$ cat src/rtl/reflet_timer_bank_pkg.sv
// reflet_timer_bank shared definitions.
// Register offsets, CTRL bit positions and the channel stride.
package reflet_timer_bank_pkg;

   localparam int OFF_CTRL        = 0;
   localparam int OFF_PRESCALE    = 1;
   localparam int OFF_RELOAD_BASE = 2;

   localparam int CTRL_EN       = 0;
   localparam int CTRL_PERIODIC = 1;
   localparam int CTRL_IRQ_EN   = 2;
   localparam int CTRL_PENDING  = 3;

   function automatic int stride(input int cw, input int ws);
      return 2 + 2 * (cw / ws);
   endfunction

endpackage

$ cat src/rtl/reflet_timer_bank_channel.sv
// One timer channel: registers, prescaler, down-counter, COUNT snapshot.
// Addressed by local offset; data_o is 0 when not selected.
module reflet_timer_channel
   import reflet_timer_bank_pkg::*;
#(
   parameter int wordsize      = 8,
   parameter int counter_width = 16,
   parameter int aw            = 8
) (
   input  logic                clk,
   input  logic                reset,
   input  logic                sel_i,
   input  logic                we_i,
   input  logic [aw-1:0]       off_i,
   input  logic [wordsize-1:0] data_i,
   output logic [wordsize-1:0] data_o,
   output logic                irq_o
);

   localparam int WS = wordsize;
   localparam int CW = counter_width;
   localparam int B  = CW / WS;
   localparam logic [WS-1:0] PC_ONE  = 1;
   localparam logic [CW-1:0] CNT_ONE = 1;

   logic          en_q, en_d;
   logic          per_q, per_d;
   logic          ie_q, ie_d;
   logic          pend_q, pend_d;
   logic [WS-1:0] pre_q, pre_d;
   logic [WS-1:0] pc_q, pc_d;
   logic [CW-1:0] rld_q, rld_d;
   logic [CW-1:0] cnt_q, cnt_d;
   logic [CW-1:0] cnt_view;

   logic wr, wr_ctrl, wr_pre, rd_cnt0;
   logic tick, expire, start;
   logic [WS-1:0] rd;

   always_comb begin
      wr      = sel_i & we_i;
      wr_ctrl = wr && (off_i == aw'(OFF_CTRL));
      wr_pre  = wr && (off_i == aw'(OFF_PRESCALE));
      rd_cnt0 = sel_i && !we_i && (off_i == aw'(OFF_RELOAD_BASE + B));
      tick    = en_q && (pc_q == pre_q);
      expire  = tick && (cnt_q == '0);
      start   = wr_ctrl && data_i[CTRL_EN] && !en_q;
   end

   always_comb begin
      en_d   = en_q;
      per_d  = per_q;
      ie_d   = ie_q;
      pend_d = pend_q;
      pre_d  = pre_q;
      pc_d   = pc_q;
      rld_d  = rld_q;
      cnt_d  = cnt_q;

      if (en_q)
         pc_d = tick ? '0 : pc_q + PC_ONE;
      if (tick) begin
         if (!expire)
            cnt_d = cnt_q - CNT_ONE;
         else if (per_q)
            cnt_d = rld_q;
      end
      if (expire) begin
         pend_d = 1'b1;
         if (!per_q)
            en_d = 1'b0;
      end
      // a clear racing an expiry loses; written control bits always win
      if (wr_ctrl) begin
         en_d  = data_i[CTRL_EN];
         per_d = data_i[CTRL_PERIODIC];
         ie_d  = data_i[CTRL_IRQ_EN];
         if (data_i[CTRL_PENDING] && !expire)
            pend_d = 1'b0;
      end
      if (start) begin
         cnt_d = rld_q;
         pc_d  = '0;
      end
      if (wr_pre)
         pre_d = data_i;
      for (int i = 0; i < B; i++)
         if (wr && (off_i == aw'(OFF_RELOAD_BASE + i)))
            rld_d[i*WS +: WS] = data_i;
   end

   always_ff @(posedge clk) begin
      if (!reset) begin
         en_q   <= 1'b0;
         per_q  <= 1'b0;
         ie_q   <= 1'b0;
         pend_q <= 1'b0;
         pre_q  <= '0;
         pc_q   <= '0;
         rld_q  <= '0;
         cnt_q  <= '0;
      end else begin
         en_q   <= en_d;
         per_q  <= per_d;
         ie_q   <= ie_d;
         pend_q <= pend_d;
         pre_q  <= pre_d;
         pc_q   <= pc_d;
         rld_q  <= rld_d;
         cnt_q  <= cnt_d;
      end
   end

   // upper COUNT bytes read back the value frozen by the last byte-0 read
   if (B > 1) begin : g_snap
      logic [CW-WS-1:0] snap_q;
      always_ff @(posedge clk) begin
         if (!reset)
            snap_q <= '0;
         else if (rd_cnt0)
            snap_q <= cnt_q[CW-1:WS];
      end
      assign cnt_view = {snap_q, cnt_q[WS-1:0]};
   end else begin : g_nosnap
      assign cnt_view = cnt_q;
   end

   always_comb begin
      rd = '0;
      if (off_i == aw'(OFF_CTRL))
         rd = WS'({pend_q, ie_q, per_q, en_q});
      if (off_i == aw'(OFF_PRESCALE))
         rd = pre_q;
      for (int i = 0; i < B; i++) begin
         if (off_i == aw'(OFF_RELOAD_BASE + i))
            rd = rld_q[i*WS +: WS];
         if (off_i == aw'(OFF_RELOAD_BASE + B + i))
            rd = cnt_view[i*WS +: WS];
      end
   end

   assign data_o = sel_i ? rd : '0;
   assign irq_o  = pend_q & ie_q;

endmodule

$ cat src/rtl/reflet_timer_bank.sv
// Memory-mapped bank of down-counting timers with per-channel interrupts.
// Decodes the bus window, ORs read data and interrupt lines.
module reflet_timer_bank
   import reflet_timer_bank_pkg::*;
#(
   parameter int wordsize       = 8,
   parameter int base_addr_size = 8,
   parameter int base_addr      = 0,
   parameter int channels       = 2,
   parameter int counter_width  = 16
) (
   input  logic                      clk,
   input  logic                      reset,
   input  logic                      enable,
   input  logic [base_addr_size-1:0] addr,
   input  logic [wordsize-1:0]       data_in,
   output logic [wordsize-1:0]       data_out,
   input  logic                      write_en,
   output logic                      interrupt,
   output logic [channels-1:0]       interrupt_vector
);

   localparam int S  = stride(counter_width, wordsize);
   localparam int AW = base_addr_size;

   logic [wordsize-1:0] rd_data [channels];

   for (genvar k = 0; k < channels; k++) begin : g_ch
      localparam logic [AW-1:0] LO = AW'(base_addr + k * S);
      logic [AW:0]   diff;
      logic          hit;

      // borrow bit rejects addresses below this channel's window
      assign diff = {1'b0, addr} - {1'b0, LO};
      assign hit  = enable && !diff[AW] && (diff[AW-1:0] < AW'(S));

      reflet_timer_channel #(
         .wordsize      (wordsize),
         .counter_width (counter_width),
         .aw            (AW)
      ) u_chan (
         .clk    (clk),
         .reset  (reset),
         .sel_i  (hit),
         .we_i   (write_en),
         .off_i  (diff[AW-1:0]),
         .data_i (data_in),
         .data_o (rd_data[k]),
         .irq_o  (interrupt_vector[k])
      );
   end

   always_comb begin
      data_out = '0;
      for (int k = 0; k < channels; k++)
         data_out = data_out | rd_data[k];
   end

   assign interrupt = |interrupt_vector;

endmodule

$ cat config.mk
export PLATFORM = sky130hd
export DESIGN_NAME = reflet_timer_bank
export DESIGN_NICKNAME = d
export VERILOG_FILES = /design/src/rtl/reflet_timer_bank_pkg.sv /design/src/rtl/reflet_timer_bank_channel.sv /design/src/rtl/reflet_timer_bank.sv
export SDC_FILE = /design/constraint.sdc
export NUM_CORES = 1
export LEC_CHECK = 0
export ABC_AREA = 1
export CELL_PAD_IN_SITES_DETAIL_PLACEMENT = 1
export CELL_PAD_IN_SITES_GLOBAL_PLACEMENT = 1
export CORE_AREA = 2 2 146 148
export CTS_CLUSTER_SIZE = 25
export DETAILED_ROUTE_END_ITERATION = 8
export DIE_AREA = 0 0 148 150
export PLACE_DENSITY = 0.72
export SETUP_SLACK_MARGIN = 0.5
export SLEW_MARGIN = 20
export SYNTH_ARGS = -nofsm -noshare
export SYNTH_HDL_FRONTEND = slang
export SYNTH_SLANG_ARGS = --single-unit
$ cat constraint.sdc
create_clock -name clk -period 2.99 [get_ports clk]
set_input_delay 0.4485 -clock clk [delete_from_list [all_inputs] [get_ports clk]]
set_output_delay 0.4485 -clock clk [all_outputs]
set_load 0.05 [all_outputs]
== Word level (Yosys, flattened, before mapping) ==
Index checks and enable logic that the tools add are counted.

* Word-level logic and storage cells: 131
* Input port bits: 20
* Register bits after elaboration: 120

* Magnitude comparators: 2
* Bitwise logic cells: 6
* Add/sub/neg operators: 5
* Multiplexer cells: 36
* Reduce and logical (&&, ||, !) cells: 46
* Equality and inequality tests: 16

{| class="wikitable"
|+ Operator list
! operator !! count
|-
| 2-to-1 mux 16 bit || 8
|-
| 2-to-1 mux 8 bit || 14
|-
| == test 8 x 2 -> 1 bit (second input constant) || 4
|-
| == test 8 x 3 -> 1 bit (second input constant) || 4
|-
| logical NOT 16 bit || 2
|-
| subtractor 16 x 1 -> 16 bit (second input constant) || 2
|-
| logical AND 1 bit || 25
|-
| adder 8 x 1 -> 8 bit (second input constant) || 2
|-
| == test 8 x 1 -> 1 bit (second input constant) || 2
|-
| == test 8 bit || 2
|-
| logical NOT 8 bit || 2
|-
| less-than comparator 8 x 3 -> 1 bit (second input constant) || 2
|-
| 2-to-1 mux 1 bit || 12
|-
| subtractor 8 x 3 -> 9 bit (second input constant) || 1
|-
| 2-to-1 mux 4 bit || 2
|-
| bitwise OR 8 bit || 1
|-
| AND reduction 2 bit || 4
|-
| nonzero test 2 bit || 4
|-
| logical NOT 1 bit || 6
|-
| != test 3 x 2 -> 1 bit (second input constant) || 2
|-
| OR reduction 2 bit || 3
|-
| bitwise AND 1 bit || 4
|-
| != test 2 bit (second input constant) || 2
|-
| inverter 1 bit || 1
|}

== Longest topological paths before layout ==
Gate-level depths: netlist of the first run.

* Word-level depth: 10
* Depth in mapped cells: 16

== Modules after synthesis ==
From an unflattened synthesis of the first run, not the netlist that was laid out.

* Cells, all modules: 1100
* Area total of the unflattened synthesis: 7362.1 µm²

{| class="wikitable"
|+ Modules (own cells, without submodules)
! module !! times used !! seq. area each (µm²) !! cells an instance !! area each (µm²)
|-
| reflet_timer_channel (g_ch[0].u_chan) || 1 || 1201.2 || 527 || 3601.0
|-
| reflet_timer_channel (g_ch[1].u_chan) || 1 || 1201.2 || 525 || 3505.9
|-
| reflet_timer_bank || 1 || 0.0 || 48 || 255.2
|}

== Least setup slack after synthesis of the first run ==
No wires, ideal clock.

* Path type: input port to output port
* From: input port addr[1]
* To: output port data_out[7]
* Slack: 0.303 ns
* Data required time: 2.542 ns
* Path buffers: 0
* Stages: 14
* Arrival time: 2.238 ns
* Cells stage by stage: ha_1 > inv_1 > nand2_1 > nand2_1 > nand3_1 > nor2_2 > nand2_1 > nor2_1 > inv_1 > nor2_1 > a21oi_1 > nand2_1 > nand2_1 > nand2_1

* Word-level cells in the longest chain between the ends: 9
* Elaborated cells between the ends (all ways): 30
* Those cells by class: add/sub (1); order compare (2); eq/ne (10); mux (12); bitwise (1); reduce/logical (4)

{| class="wikitable"
|+ Ends and longest elaborated chain
! what !! RTL line !! text
|-
| start: declaration || reflet_timer_bank.sv:15 || <nowiki>input logic [base_addr_size-1:0] addr,</nowiki>
|-
| subtractor 8 x 3 -> 9 bit || reflet_timer_bank.sv:34 || <nowiki>assign diff = {1'b0, addr} - {1'b0, LO};</nowiki>
|-
| == test 8 x 1 -> 1 bit || reflet_timer_bank_channel.sv:132 || <nowiki>if (off_i == aw'(OFF_PRESCALE))</nowiki>
|-
| 2-to-1 mux 8 bit || reflet_timer_bank_channel.sv:132 ||
|-
| 2-to-1 mux 8 bit || reflet_timer_bank_channel.sv:135 || <nowiki>if (off_i == aw'(OFF_RELOAD_BASE + i))</nowiki>
|-
| 2-to-1 mux 8 bit || reflet_timer_bank_channel.sv:137 || <nowiki>if (off_i == aw'(OFF_RELOAD_BASE + B + i))</nowiki>
|-
| 2-to-1 mux 8 bit || reflet_timer_bank_channel.sv:135 ||
|-
| 2-to-1 mux 8 bit || reflet_timer_bank_channel.sv:137 ||
|-
| 2-to-1 mux 8 bit || reflet_timer_bank_channel.sv:142 || <nowiki>assign data_o = sel_i ? rd : '0;</nowiki>
|-
| bitwise OR 8 bit * || reflet_timer_bank.sv:56 || <nowiki>data_out = data_out | rd_data[k];</nowiki>
|-
| end: declaration || reflet_timer_bank.sv:17 || <nowiki>output logic [wordsize-1:0] data_out,</nowiki>
|}

Mark *: on every way between the ends. The rest lies on a longest branch, timed or not.

== Final worst setup path of the first run ==
* From: input port addr[1]
* To: output port data_out[0]

* Word-level cells in the longest chain between the ends: 10
* Elaborated cells between the ends (all ways): 34
* Those cells by class: add/sub (1); order compare (2); eq/ne (10); mux (14); bitwise (1); reduce/logical (6)

{| class="wikitable"
|+ Ends and longest elaborated chain
! what !! RTL line !! text
|-
| subtractor 8 x 3 -> 9 bit || reflet_timer_bank.sv:34 ||
|-
| logical NOT 8 bit || reflet_timer_bank_channel.sv:130 || <nowiki>if (off_i == aw'(OFF_CTRL))</nowiki>
|-
| 2-to-1 mux 4 bit || reflet_timer_bank_channel.sv:130 ||
|-
| 2-to-1 mux 8 bit || reflet_timer_bank_channel.sv:132 ||
|-
| 2-to-1 mux 8 bit || reflet_timer_bank_channel.sv:135 ||
|-
| 2-to-1 mux 8 bit || reflet_timer_bank_channel.sv:137 ||
|-
| 2-to-1 mux 8 bit || reflet_timer_bank_channel.sv:135 ||
|-
| 2-to-1 mux 8 bit || reflet_timer_bank_channel.sv:137 ||
|-
| 2-to-1 mux 8 bit || reflet_timer_bank_channel.sv:142 ||
|-
| bitwise OR 8 bit * || reflet_timer_bank.sv:56 ||
|}

Marked as above.

==> impl_metrics.yaml, run 1 <==
status:
  status: "complete, no violations"
power:
  clkPwrFrac_pct: 55.4
  switchingPower_uw: 922
  p_sw_share_pct: 22.3
  sequentialPowerShare_pct: 38.7
  combPwrFrac_pct: 5.9
  power.density_nw_per_um2: 440
  power.leakage_nw: 4.04
  p_int_mw: 3.21
  power_mw: 4.13
  ir_drop_uv: 368
worst_setup_path:
  worstReg2RegStart: "g_ch[0].u_chan.en_q$_SDFFE_PN0P_"
  critPathMaxStageDelay_ps: 170
  criticalPathCategory: "input pin to output port"
  critical_path_arrival_ps: 2170
  worstPathRequired_ps: 2540
  crit_fanout: 4
  critPathCaptureType: "output port"
  cpMostUsedCell: "nand2_2"
  slowest_stage: "nand4_2"
  reg2regPathDepth: 10
  start_kind: "input pin"
  path_cells: "buf_8, ha_4, inv_2, nand2_2, nand2_2, nand3_2, nor2_4, nand2_4, inv_2, buf_4, nand4_2, nor2_2, nor2_2, nand2_1, nand2_2, nand2_4, buf_12"
  r2r_slack_ps: 590
  reg2reg_to: "g_ch[0].u_chan.cnt_q[1]$_SDFFE_PN0P_"
drt:
  routed_wl_um: 27000
  num_vias: 7722
  viasPerCell: 5.23
  drtIter0Drc: 320
  first_pass_iters: 5
  wl_per_cell_um: 18.3
  antenna_left: 0
  drc: 0
clocking:
  cts_buffers: 17
  h-tree-depth: 4
  clock_sinks: 120
  cts_tree: "done"
  path_clk_slew_ps: 50
  hold_buffers: 0
  clockBufferDepth: 2
  root_buffer: "clkbuf_16"
  clkLatencyLatePin_ps: 420
min_path:
  hp-class: "flop to flop"
  hold_path_depth: 2
  min_to: "g_ch[0].u_chan.cnt_q[15]$_SDFFE_PN0P_"
  min-delay-start: "g_ch[0].u_chan.cnt_q[15]$_SDFFE_PN0P_"
logic_synthesis:
  avgSynthCellArea_um2: 6.56
  async_flop_share_pct: 0
  synth_top_area_cell: "dfxtp_1"
  synth-compound-area-share_pct: 19.2
  muxShareOfSynthArea_pct: 0.424
  synthAdderAreaFrac_pct: 0.883
  ys_ff_latch: 120
  synth_xor_area_share_pct: 3.71
  synth_enable_flop_cells: 0
  yosysSeqAreaShare_pct: 33.9
  synth.distinct_cells: 43
  yosysWarnings: 0
  syn-num-nets: 1105
  synth-simple-area-share_pct: 31.9
  synth_top_family_by_area: "simple AND/OR/NAND/NOR gates"
  synth_ff_type: "dfxtp_1"
  yosys.area.top_type_share_pct: 33.9
  yosys-top-cells-area: "dfxtp_1, nand2_1, a21oi_1"
  syn_inst: 1080
  syn_area_um2: 7080
timing:
  tightest_slew_ps: 801
  fin_crit_ps: 2620
  setup_viol: 0
  max_freq_mhz: 381
  slew_viol_final: 0
  fin_skew_ps: 8.65
  hold_viol_final: 0
  period_share_pct: 87.7
  slew_headroom_pct: 46.5
  rsz0062_at_grt: "yes"
placement:
  post-dp-hpwl_um: 18900
  io_buffers: 30
  place_congestion: 0.859
die:
  core_area_um2: 20700
  dieArea_um2: 22200
  rows: 53
  fp.dieH_um: 150
  io_pins: 31
  initial_utilization_pct: 34.2
  die_w_um: 148
cells_and_area:
  drive_gt1_share_pct: 22.8
  layout_commonest_cell: "nand2_1"
  area_delta_synth_final_pct: 32.6
  layout_common_cells: "nand2_1, dfxtp_1, a21oi_1, inv_1, buf_4"
  fin_nets: 1213
  num_antenna_cells: 0
  post-route-util_pct: 45.4
  final.fill_count: 2661
global_routing:
  overflow: 0
  antenna_found_initial: 0
  grt_max_degree: 50
  grt_pass1_wl_um: 42800
  grt_pass1_vias: 7928
  track_usage_pct: 24.8
job:
  drv_cap: 0
## power groups by stage
stage / logic [mW] / clock network (mW) / registers [mW]
final: 0.244 / 2.29 / 1.60
after detailed placement: 0.190 / 0 / 1.63
after CTS: 0.212 / 2.31 / 1.60
after global routing: 0.258 / 2.39 / 1.60
after floorplan: 0.0806 / 0 / 1.63
after global placement: 0.188 / 0 / 1.63
## state kept, by name, indices dropped and copies added, names as in the netlist
name / count
g_ch.u_chan.cnt_q: 32
g_ch.u_chan.en_q: 2
g_ch.u_chan.g_snap.snap_q: 16
g_ch.u_chan.ie_q: 2
g_ch.u_chan.pc_q: 16
g_ch.u_chan.pend_q: 2
g_ch.u_chan.per_q: 2
g_ch.u_chan.pre_q: 16
g_ch.u_chan.rld_q: 32
## cell type report
type	count	area, um^2	area share (%)
Multi-Input combinational cell	786	4360	46.4
Sequential cell	120	2400	25.6
Timing Repair Buffer	125	1110	11.8
Inverter	137	531	5.65
Clock buffer	24	472	5.02
Tap cell	275	344	3.66
Clock inverter	8	168	1.79
Timing Repair inverter	1	7.51	0.0799
## timing repair
item	4_1_cts	5_1_grt
buffers inserted	12	9
resized for setup	98	56
gates cloned	1	1
setup endpoints to repair	41	32
pin swaps	36	29
## per-layer routing
metal,GRT usage (%),wire length (um)
met1,29.6,11400
met2,43.6,13600
met3,5.34,1060
met4,9.76,948
met5,0,0
## synth_stat cells (2+ instances only)
cell type	number
nand2_2	4
inv_2	8
nand3_1	60
nor3_4	2
nor2_4	3
o21ai_0	94
nor4_1	4
o211ai_1	12
xor2_1	24
dfxtp_1	120
buf_4	8
or2_2	4
nand2_1	256
nor3_2	5
a211oi_1	10
nand4_4	2
nand3b_1	4
nor3_1	13
ha_1	5
and3_1	2
nor2_1	94
a21oi_1	121
mux2i_1	3
inv_1	129
nor2_2	7
o22ai_1	5
nand4_1	29
clkbuf_1	18
xnor2_1	6
o2111ai_1	3
buf_2	10
nand3_2	4
## stage by stage
step	hold WS [ps]	setup slack, ps	TNS [ps]	instances	area [um^2]
global route	490	285	0	1476	9390
floorplan	443	483	0	1080	7150
finish	467	368	0	1476	9390
global placement	453	-138	-854	1421	8240
detailed placement	464	-195	-1370	1421	8240
CTS	476	351	0	1466	9170
## worst max-delay path: cells and delay by family
family                     cells  cell delay [ps]
adders and majority gates      1              150
buffers and inverters          5              510
and+or+nand+nor               11             1030
## worst max-delay path by stage
stage / to / depth (start not counted) / from
CTS: data_out[7] / 16 / addr[2]
detailed placement: data_out[6] / 18 / addr[1]
floorplan: data_out[7] / 14 / addr[1]
global route: data_out[5] / 11 / addr[5]
finish: data_out[0] / 17 / addr[1]
global placement: data_out[6] / 18 / addr[1]
## logic make-up (layout without fill, tap and decap cells)
family | Yosys count | count (layout)
simple gates | 496 | 497
compound gates | 251 | 251
buf+inv | 175 | 295
flops | 120 | 120
xor+xnor | 30 | 30
fa+ha+maj | 5 | 5
mux | 3 | 3
(Power assumes the default switching activity.)
==> inputs of run 2 (changes only) <==
--- a/config.mk
+++ b/config.mk
@@ -8,10 +8,10 @@
 export ABC_AREA = 1
 export CELL_PAD_IN_SITES_DETAIL_PLACEMENT = 1
 export CELL_PAD_IN_SITES_GLOBAL_PLACEMENT = 1
-export CORE_AREA = 2 2 146 148
+export CORE_AREA = 2 2 174 125
 export CTS_CLUSTER_SIZE = 25
 export DETAILED_ROUTE_END_ITERATION = 8
-export DIE_AREA = 0 0 148 150
+export DIE_AREA = 0 0 176 127
 export PLACE_DENSITY = 0.72
 export SETUP_SLACK_MARGIN = 0.5
 export SLEW_MARGIN = 20
==> constraint.sdc (replaced) <==
create_clock -name clk -period 2.99 [get_ports clk]
set_input_delay 0.598 -clock clk [delete_from_list [all_inputs] [get_ports clk]]
set_output_delay 0.598 -clock clk [all_outputs]
set_load 0.05 [all_outputs]
==> impl_metrics.yaml, run 2 (same netlist as run 1, synthesis figures left out) <==
worst_setup_path:
  reg2regPathDepth: 9
  criticalPathCategory: "input pin to output port"
  start_kind: "input pin"
  crit_buf_inv: 3
  cpMostUsedCell: "nand2_4"
  crit_cells: 16
  worstPathRequired_ps: 2390
  critical_path_arrival_ps: 2380
  critPathCaptureType: "output port"
  path_cells: "buf_8, ha_4, inv_4, nand2_4, nand2_2, nand3_2, nor2_4, nand2_4, nor2_4, nand3_4, o22ai_4, nor2_1, nand2_1, nand2_2, nand2_4, buf_12"
  path_delay_family: "simple AND/OR/NAND/NOR gates"
  critPathMaxStageDelay_ps: 180
  slowest_stage: "o22ai_4"
  crit_fanout: 4
power:
  power.leakage_nw: 4.15
  clkPwrFrac_pct: 53.8
  combPwrFrac_pct: 6.0
  sequentialPowerShare_pct: 40.2
  p_int_mw: 3.03
  p_sw_share_pct: 23.8
  ir_drop_uv: 383
  switchingPower_uw: 950
  power.density_nw_per_um2: 416
timing:
  finalSetupTns_ps: 0
  max_freq_mhz: 336
  setup_viol: 0
  rsz0062_at_grt: "yes"
  tightest_slew_ps: 799
  fin_skew_ps: 6.41
  period_share_pct: 99.5
  slew_viol_final: 0
  hold_viol_final: 0
  fin_crit_ps: 2980
  slew_headroom_pct: 46.7
status:
  status: "complete, no violations"
placement:
  io_buffers: 30
  place_congestion: 0.868
  place_area_um2: 8460
  post-dp-hpwl_um: 20700
clocking:
  cts_tree: "done"
  root_buffer: "clkbuf_16"
  clock_sinks: 120
  path_clk_slew_ps: 60
  clockBufferDepth: 2
  h-tree-depth: 4
  cts_buffers: 17
  clkLatencyLatePin_ps: 430
drt:
  routed_wl_um: 29100
  antenna_left: 0
  drc: 0
  viasPerCell: 5.35
  wl_per_cell_um: 19.6
  drtIter0Drc: 593
  num_vias: 7935
  first_pass_iters: 5
global_routing:
  track_usage_pct: 26.3
  overflow: 0
  antenna_found_initial: 0
  grt_pass1_vias: 7993
  grt_max_degree: 47
  grt_pass1_wl_um: 45200
min_path:
  hold_path_depth: 3
  hp-class: "input pin to flop"
die:
  core_area_um2: 20500
  fp.dieH_um: 127
  initial_utilization_pct: 34.5
  dieArea_um2: 22400
  io_pins: 31
  die_w_um: 176
  rows: 44
cells_and_area:
  final.fill_count: 2614
  post-route-util_pct: 46.6
  reg_top3: "g_ch.u_chan.cnt_q x32, g_ch.u_chan.rld_q x32"
  drive_gt1_share_pct: 23.5
  layout_common_cells: "nand2_1, dfxtp_1, inv_1, a21oi_1, buf_4"
  layout_commonest_cell: "nand2_1"
  num_antenna_cells: 0
  fin_area_um2: 9580
  fin_nets: 1219
  area_delta_synth_final_pct: 35.2
job:
  drv_cap: 0
## run 2: cell count changes in the layout (fill, tap and decap cells not counted), moves of 4 or more
cell / previous run / this run
o21ai_1: 4 / 11
nand2_4: 10 / 14
nand2_1: 223 / 219
buf_12: 9 / 17
o21ai_2: 6 / 2
## run 2: worst reg2reg max path, cell delays in order, from the launching register on
cell and delay, ps:
dfxtp_1 320, inv_1 210, ha_1 370, nand2_1 160, nor3_1 210, buf_4 170, nand4_1 190, buf_4 280
o211ai_1 220, a21oi_1 90
## run 2: area by class of cell
cell class	count	area (um^2)	share of cell area (%)
clock buffer	23	468	4.89
clock inverter	9	123	1.28
inverter	137	524	5.47
multi-input combinational	785	4450	46.5
sequential	120	2400	25.1
tap	276	345	3.61
timing repair buffer	133	1270	13.2
## run 2: per-layer routing
layer / global-route usage [%] / vias up / share of wire [%]
met5: 1.10 / - / 0.12
met4: 7.97 / 2 / 1.8
met3: 6.25 / 41 / 7.0
met2: 38.2 / 230 / 42
met1: 38.3 / 3852 / 49
li1: - / 3810 / -
## run 2: path summary, 6_finish.rpt
check	from	to	slack [ps]
worst max-delay path	addr[1]	data_out[7]	10
worst min-delay path	reset	g_ch[1].u_chan.rld_q[7]$_SDFFE_PN0P_	470
worst max register to register	g_ch[0].u_chan.cnt_q[0]$_SDFFE_PN0P_	g_ch[0].u_chan.en_q$_SDFFE_PN0P_	640
worst min register to register	g_ch[1].u_chan.cnt_q[6]$_SDFFE_PN0P_	g_ch[1].u_chan.cnt_q[6]$_SDFFE_PN0P_	480
## run 2: what timing repair did
item	in CTS	in global routing
resized for setup	103	40
buffers inserted	12	10
pin swaps	39	24
hold buffers	0	0
setup endpoints to repair	94	50
## run 2: stage by stage
stage | hold WS, ps | std cells | power [mW] | setup WS, ps
after CTS | 457 | 1473 | 3.99 | 66.0
after global placement | 451 | 1429 | 1.83 | -524
after detailed placement | 470 | 1429 | 1.83 | -622
after global routing | 502 | 1483 | 4.10 | -109
after floorplan | 443 | 1080 | 1.72 | 338
final | 473 | 1483 | 3.98 | 13.6
## run 2: power by group through the flow
stage / Sequential (mW) / Clock [mW] / Combinational (mW)
after CTS: 1.60 / 2.17 / 0.222
after global placement: 1.63 / 0 / 0.194
after detailed placement: 1.63 / 0 / 0.198
final: 1.60 / 2.14 / 0.239
after global routing: 1.60 / 2.24 / 0.254
after floorplan: 1.63 / 0 / 0.0857
